### config.mk
export PLATFORM = sky130hd
export DESIGN_NAME = io_switch_in
export DESIGN_NICKNAME = d
export VERILOG_FILES = /design/src/rtl/io_switch_in_pkg.sv /design/src/rtl/io_switch_in_debounce.sv /design/src/rtl/io_switch_in.sv
export SDC_FILE = /design/constraint.sdc
export NUM_CORES = 1
export LEC_CHECK = 0
export ABC_AREA = 1
export CAP_MARGIN = 20
export CORE_ASPECT_RATIO = 2
export CORE_MARGIN = 5
export CORE_UTILIZATION = 55
export DETAILED_ROUTE_END_ITERATION = 10
export PLACE_DENSITY_LB_ADDON = 0.2
export SYNTH_ARGS = -nofsm -noshare
export SYNTH_HDL_FRONTEND = slang
export SYNTH_SLANG_ARGS = --single-unit
### constraint.sdc
create_clock -name clk -period 3.2 [get_ports clk]
set_input_delay 0.96 -clock clk [delete_from_list [all_inputs] [get_ports clk]]
set_output_delay 0.96 -clock clk [all_outputs]
set_load 0.02 [all_outputs]
### src/rtl/io_switch_in_pkg.sv
// Shared constants for the switch input block: register addresses, bus width, channel roles.
package switch_in_pkg;

  localparam logic [1:0] SW_ADDR_LEVEL   = 2'd0;
  localparam logic [1:0] SW_ADDR_PRESS   = 2'd1;
  localparam logic [1:0] SW_ADDR_RELEASE = 2'd2;
  localparam logic [1:0] SW_ADDR_MASK    = 2'd3;

  localparam int SW_REG_WIDTH = 32;

  localparam int SW_CH = 0;
  localparam int SW_CE = 1;
  localparam int SW_CP = 2;

endpackage

### src/rtl/io_switch_in_debounce.sv
// One switch channel: 2-FF synchroniser, stability counter and accepted level.
// o_rise/o_fall flag the clock edge on which the level is about to change.
module switch_debounce #(
  parameter int DEBOUNCE_CYCLES = 20000,
  parameter bit RESET_LEVEL     = 1'b1
) (
  input  logic clk,
  input  logic rst,
  input  logic i_raw,
  output logic o_level,
  output logic o_rise,
  output logic o_fall
);

  localparam int CW = $clog2(DEBOUNCE_CYCLES);
  localparam logic [CW-1:0] CNT_ZERO = CW'(0);
  localparam logic [CW-1:0] CNT_ONE  = CW'(1);
  localparam logic [CW-1:0] CNT_LAST = CW'(DEBOUNCE_CYCLES - 1);

  logic          r_ff1;
  logic          r_ff2;
  logic          r_level;
  logic [CW-1:0] r_cnt;
  logic          w_accept;

  // The counter holds the number of consecutive mismatching cycles already seen.
  assign w_accept = (r_ff2 != r_level) && (r_cnt == CNT_LAST);
  assign o_rise   = w_accept & r_ff2;
  assign o_fall   = w_accept & ~r_ff2;
  assign o_level  = r_level;

  // Synchroniser, debounce counter and accepted level.
  always_ff @(posedge clk or negedge rst) begin
    if (!rst) begin
      r_ff1   <= RESET_LEVEL;
      r_ff2   <= RESET_LEVEL;
      r_level <= RESET_LEVEL;
      r_cnt   <= CNT_ZERO;
    end else begin
      r_ff1 <= i_raw;
      r_ff2 <= r_ff1;
      if (r_ff2 == r_level) begin
        r_cnt <= CNT_ZERO;
      end else if (w_accept) begin
        r_level <= r_ff2;
        r_cnt   <= CNT_ZERO;
      end else begin
        r_cnt <= r_cnt + CNT_ONE;
      end
    end
  end

endmodule

### src/rtl/io_switch_in.sv
// Debounced switch inputs with sticky W1C press/release flags for the CPU.
// Define SWITCH_IN_IRQ_EN to add the MASK register and the irq output.
module io_switch_in
  import switch_in_pkg::*;
#(
  parameter int NUM_SW          = 3,
  parameter int DEBOUNCE_CYCLES = 20000,
  parameter bit RESET_LEVEL     = 1'b1
) (
  input  logic                    clk,
  input  logic                    rst,
  input  logic [NUM_SW-1:0]       swRaw,
  output logic [NUM_SW-1:0]       swLevel,
  input  logic [1:0]              rdAddr,
  output logic [SW_REG_WIDTH-1:0] rdData,
  input  logic                    wrEnable,
  input  logic [1:0]              wrAddr,
`ifdef SWITCH_IN_IRQ_EN
  output logic                    irq,
`endif
  input  logic [SW_REG_WIDTH-1:0] wrData
);

  logic [NUM_SW-1:0] w_rise;
  logic [NUM_SW-1:0] w_fall;
  logic [NUM_SW-1:0] w_press_clr;
  logic [NUM_SW-1:0] w_release_clr;
  logic [NUM_SW-1:0] r_press;
  logic [NUM_SW-1:0] r_release;
  logic              w_unused_wr;

  assign w_unused_wr = ^wrData;

  for (genvar i = 0; i < NUM_SW; i++) begin : g_ch
    switch_debounce #(
      .DEBOUNCE_CYCLES(DEBOUNCE_CYCLES),
      .RESET_LEVEL    (RESET_LEVEL)
    ) u_db (
      .clk    (clk),
      .rst    (rst),
      .i_raw  (swRaw[i]),
      .o_level(swLevel[i]),
      .o_rise (w_rise[i]),
      .o_fall (w_fall[i])
    );
  end

  // Decode write-one-to-clear strobes for the event registers.
  always_comb begin
    w_press_clr   = {NUM_SW{1'b0}};
    w_release_clr = {NUM_SW{1'b0}};
    if (wrEnable && (wrAddr == SW_ADDR_PRESS)) begin
      w_press_clr = wrData[NUM_SW-1:0];
    end else if (wrEnable && (wrAddr == SW_ADDR_RELEASE)) begin
      w_release_clr = wrData[NUM_SW-1:0];
    end else begin
      w_press_clr   = {NUM_SW{1'b0}};
      w_release_clr = {NUM_SW{1'b0}};
    end
  end

  // Sticky event flags; a new event in the same cycle beats the clear.
  always_ff @(posedge clk or negedge rst) begin
    if (!rst) begin
      r_press   <= {NUM_SW{1'b0}};
      r_release <= {NUM_SW{1'b0}};
    end else begin
      r_press   <= (r_press & ~w_press_clr) | w_fall;
      r_release <= (r_release & ~w_release_clr) | w_rise;
    end
  end

`ifdef SWITCH_IN_IRQ_EN
  logic [NUM_SW-1:0] r_mask;
  logic              r_irq;

  // Interrupt mask and registered interrupt request.
  always_ff @(posedge clk or negedge rst) begin
    if (!rst) begin
      r_mask <= {NUM_SW{1'b0}};
      r_irq  <= 1'b0;
    end else begin
      if (wrEnable && (wrAddr == SW_ADDR_MASK)) begin
        r_mask <= wrData[NUM_SW-1:0];
      end
      r_irq <= |(r_press & r_mask);
    end
  end

  assign irq = r_irq;
`endif

  // Read mux, zero-extended to the bus width.
  always_comb begin
    rdData = {SW_REG_WIDTH{1'b0}};
    case (rdAddr)
      SW_ADDR_LEVEL:   rdData[NUM_SW-1:0] = swLevel;
      SW_ADDR_PRESS:   rdData[NUM_SW-1:0] = r_press;
      SW_ADDR_RELEASE: rdData[NUM_SW-1:0] = r_release;
`ifdef SWITCH_IN_IRQ_EN
      SW_ADDR_MASK:    rdData[NUM_SW-1:0] = r_mask;
`else
      SW_ADDR_MASK:    rdData = {SW_REG_WIDTH{1'b0}};
`endif
      default:         rdData = {SW_REG_WIDTH{1'b0}};
    endcase
  end

endmodule

==> flow_summary.ini <==
[yosys]
synth_seq_cells = 60
synth_edf_count = 0
synth_cell_types = 29
yosysWarningCount = 0
synthFlopType = dfrtp_1
synth_cells = 461
synth_seq_area_share_pct = 42.7
synthesis.area_um2 = 3550
syn_area_per_cell_um2 = 7.69
async_reset_ff_share_pct = 100

[detailed_routing]
wirelength_mm = 7.51
drcViolationCount = 0
viasPerCell = 5.05
antenna_left = 0
drt_iter0_drc = 181
drtPass1Iterations = 6
wl_per_cell_um = 13.0
num_vias = 2920

[floorplanning]
die_h_um = 124
core-area_um2 = 6310
die_area_um2 = 8250
fp-row-count = 41
initial_core_util_pct = 56.2
die_w_um = 66.8
io_pins = 77

[clock_tree]
postCtsSetupBuffers = 0
clock_latency_ps = 330
clock_path_buffers = 2
h-tree-depth = 3
cts_root_buf = clkbuf_16
cts_tree = yes
clkTransAtPathRegs_ps = 50
clock-sinks = 60
cts_made_buffers = 9

[finish]
diodes = 0
drive_gt1_share_pct = 11.4
final_cell_mix = 93 x nand2_1, 83 x nor2_1, 57 x inv_1
nNetsFinal = 532
final_common_cell = nand2_1
syn2layout_area_growth_pct = 14.0

[global_route]
grtUsageMet1_pct = 18.8
overflow = 0
antenna_found_initial = 0
grt_pass1_wl_mm = 12.7
grt_max_degree = 32
first_global_vias = 2892
grt_use_total_pct = 20.8
met2_usage_pct = 40.3
grt_most_used_layer = met2
use_met3_pct = 4.73

[outcome]
outcome = finished, final reports clean

[sta]
maxSlewViolCount = 0
period_share_pct = 97.2
relSlewSlack_pct = 55.9
final-setup-viol-count = 0
fmax_mhz = 322
finalSetupTns_ps = 0
finalHoldViolations = 0
tightestPinTransition_ps = 662
rsz0062_at_grt = no
fin_crit_ps = 3110
skew_ps = 3.25

[placement]
place_congestion = 0.875
place_hpwl_mm = 5.83
port_buffers = 18

[hold_path]
hp-class = register to register

[power]
power_leakage_nw = 1.87
p_per_area_nw_per_um2 = 483
peakVddDrop_mv = 0.374
power_mw = 1.95

[worst_setup_path]
crit_type = input pin to output pin
worstPathRequired_ps = 2240
worstPathArrival_ps = 2150
cp_max_fo = 3
critPathCaptureType = output pin
setup.worst_path.start_class = input pin

[job]
max_cap_violations = 0
## state kept, by name, indices dropped and copies added (netlist names)
register,cells
g_ch.u_db.r_cnt,45
g_ch.u_db.o_level,3
g_ch.u_db.r_ff1,3
r_release,3
r_press,3
g_ch.u_db.r_ff2,3
## worst max-delay path, stage by stage
cell and delay [ps]:
clkdlybuf4s50_1 530, buf_4 140, nand3_1 70, nand3_1 110, dlygate4sd2_1 340
## synthesized netlist by cell type (all sizes together), types with 6 or more instances
master  number  area [um^2]
o21ai       15         82.6
nand2       99          407
xnor2        6         97.6
nand3b       6         45.0
xor2        12          105
nand4       10         62.6
nand3       47          235
buf         33          245
dfstp        9          236
dfrtp       51         1280
inv         60          230
nor2        97          407
## repair_timing
item / CTS / global route
hold buffers: 0 / 0
endpoints found under the setup margin: 3 / 2
resized for setup: 3 / 1
## per-layer routing
metal  vias up  wire length (um)
met5         -                 0
met4         0               289
met3        31               308
met2        74              4420
met1      1375              2490
li1       1440                 -
## through the flow
step           cells  worst slack, ps  utilization, %  hold WS [ps]  area, um^2
2_1_floorplan    489              906               -           345        3650
6_report         578             90.0            64.0           355        4040
3_5_place_dp     562             -160            58.9           347        3720
3_3_place_gp     562             -142            58.9           347        3720
4_1_cts          578              113            64.0           355        4040
5_1_grt          578             29.6            64.0           358        4040
## layout make-up
type,instances,area [um^2]
timing repair buffer,20,199
fill,558,2270
sequential,60,1510
tap,86,108
inverter,60,230
clock buffer,10,239
clock inverter,6,87.6
multi-input combinational,336,1670
## kinds of logic after synthesis
kind of cell             count (synthesis)  share of synthesized area (%)
adder cells (fa/ha/maj)                  3                           1.06
AO/OA/AOI/OAI                           21                           3.39
flip-flops                              60                           42.7
XOR/XNOR                                18                           5.72
buffers and inverters                   93                           13.4
AND/OR/NAND/NOR                        265                           33.7
other                                    1                          0.106
## worst paths after layout
| kind | endpoint | startpoint | slack, ps | cells past startpoint |
|---|---|---|---|---|
| max in group asynchronous | g_ch[0].u_db.r_cnt[9]$_DFF_PN0_ | rst | 1950 | 2 |
| min in group asynchronous | g_ch[2].u_db.r_cnt[4]$_DFF_PN0_ | rst | 660 | 1 |
| hold / removal | g_ch[1].u_db.r_ff2$_DFF_PN1_ | g_ch[1].u_db.r_ff1$_DFF_PN1_ | 350 | 0 |
| setup reg to reg | g_ch[2].u_db.r_cnt[14]$_DFF_PN0_ | g_ch[2].u_db.r_cnt[0]$_DFF_PN0_ | 1730 | 8 |
| hold reg to reg | g_ch[1].u_db.r_ff2$_DFF_PN1_ | g_ch[1].u_db.r_ff1$_DFF_PN1_ | 350 | 0 |
| setup / recovery | rdData[2] | rdAddr[0] | 90 | 5 |
## report_power, final
group	total, mW	switching, mW	internal [mW]
logic	0.116	0.0815	0.0347
registers	0.793	0.0130	0.780
clock network	1.04	0.344	0.700
total	1.95	0.439	1.51
(Power assumes the default switching activity.)
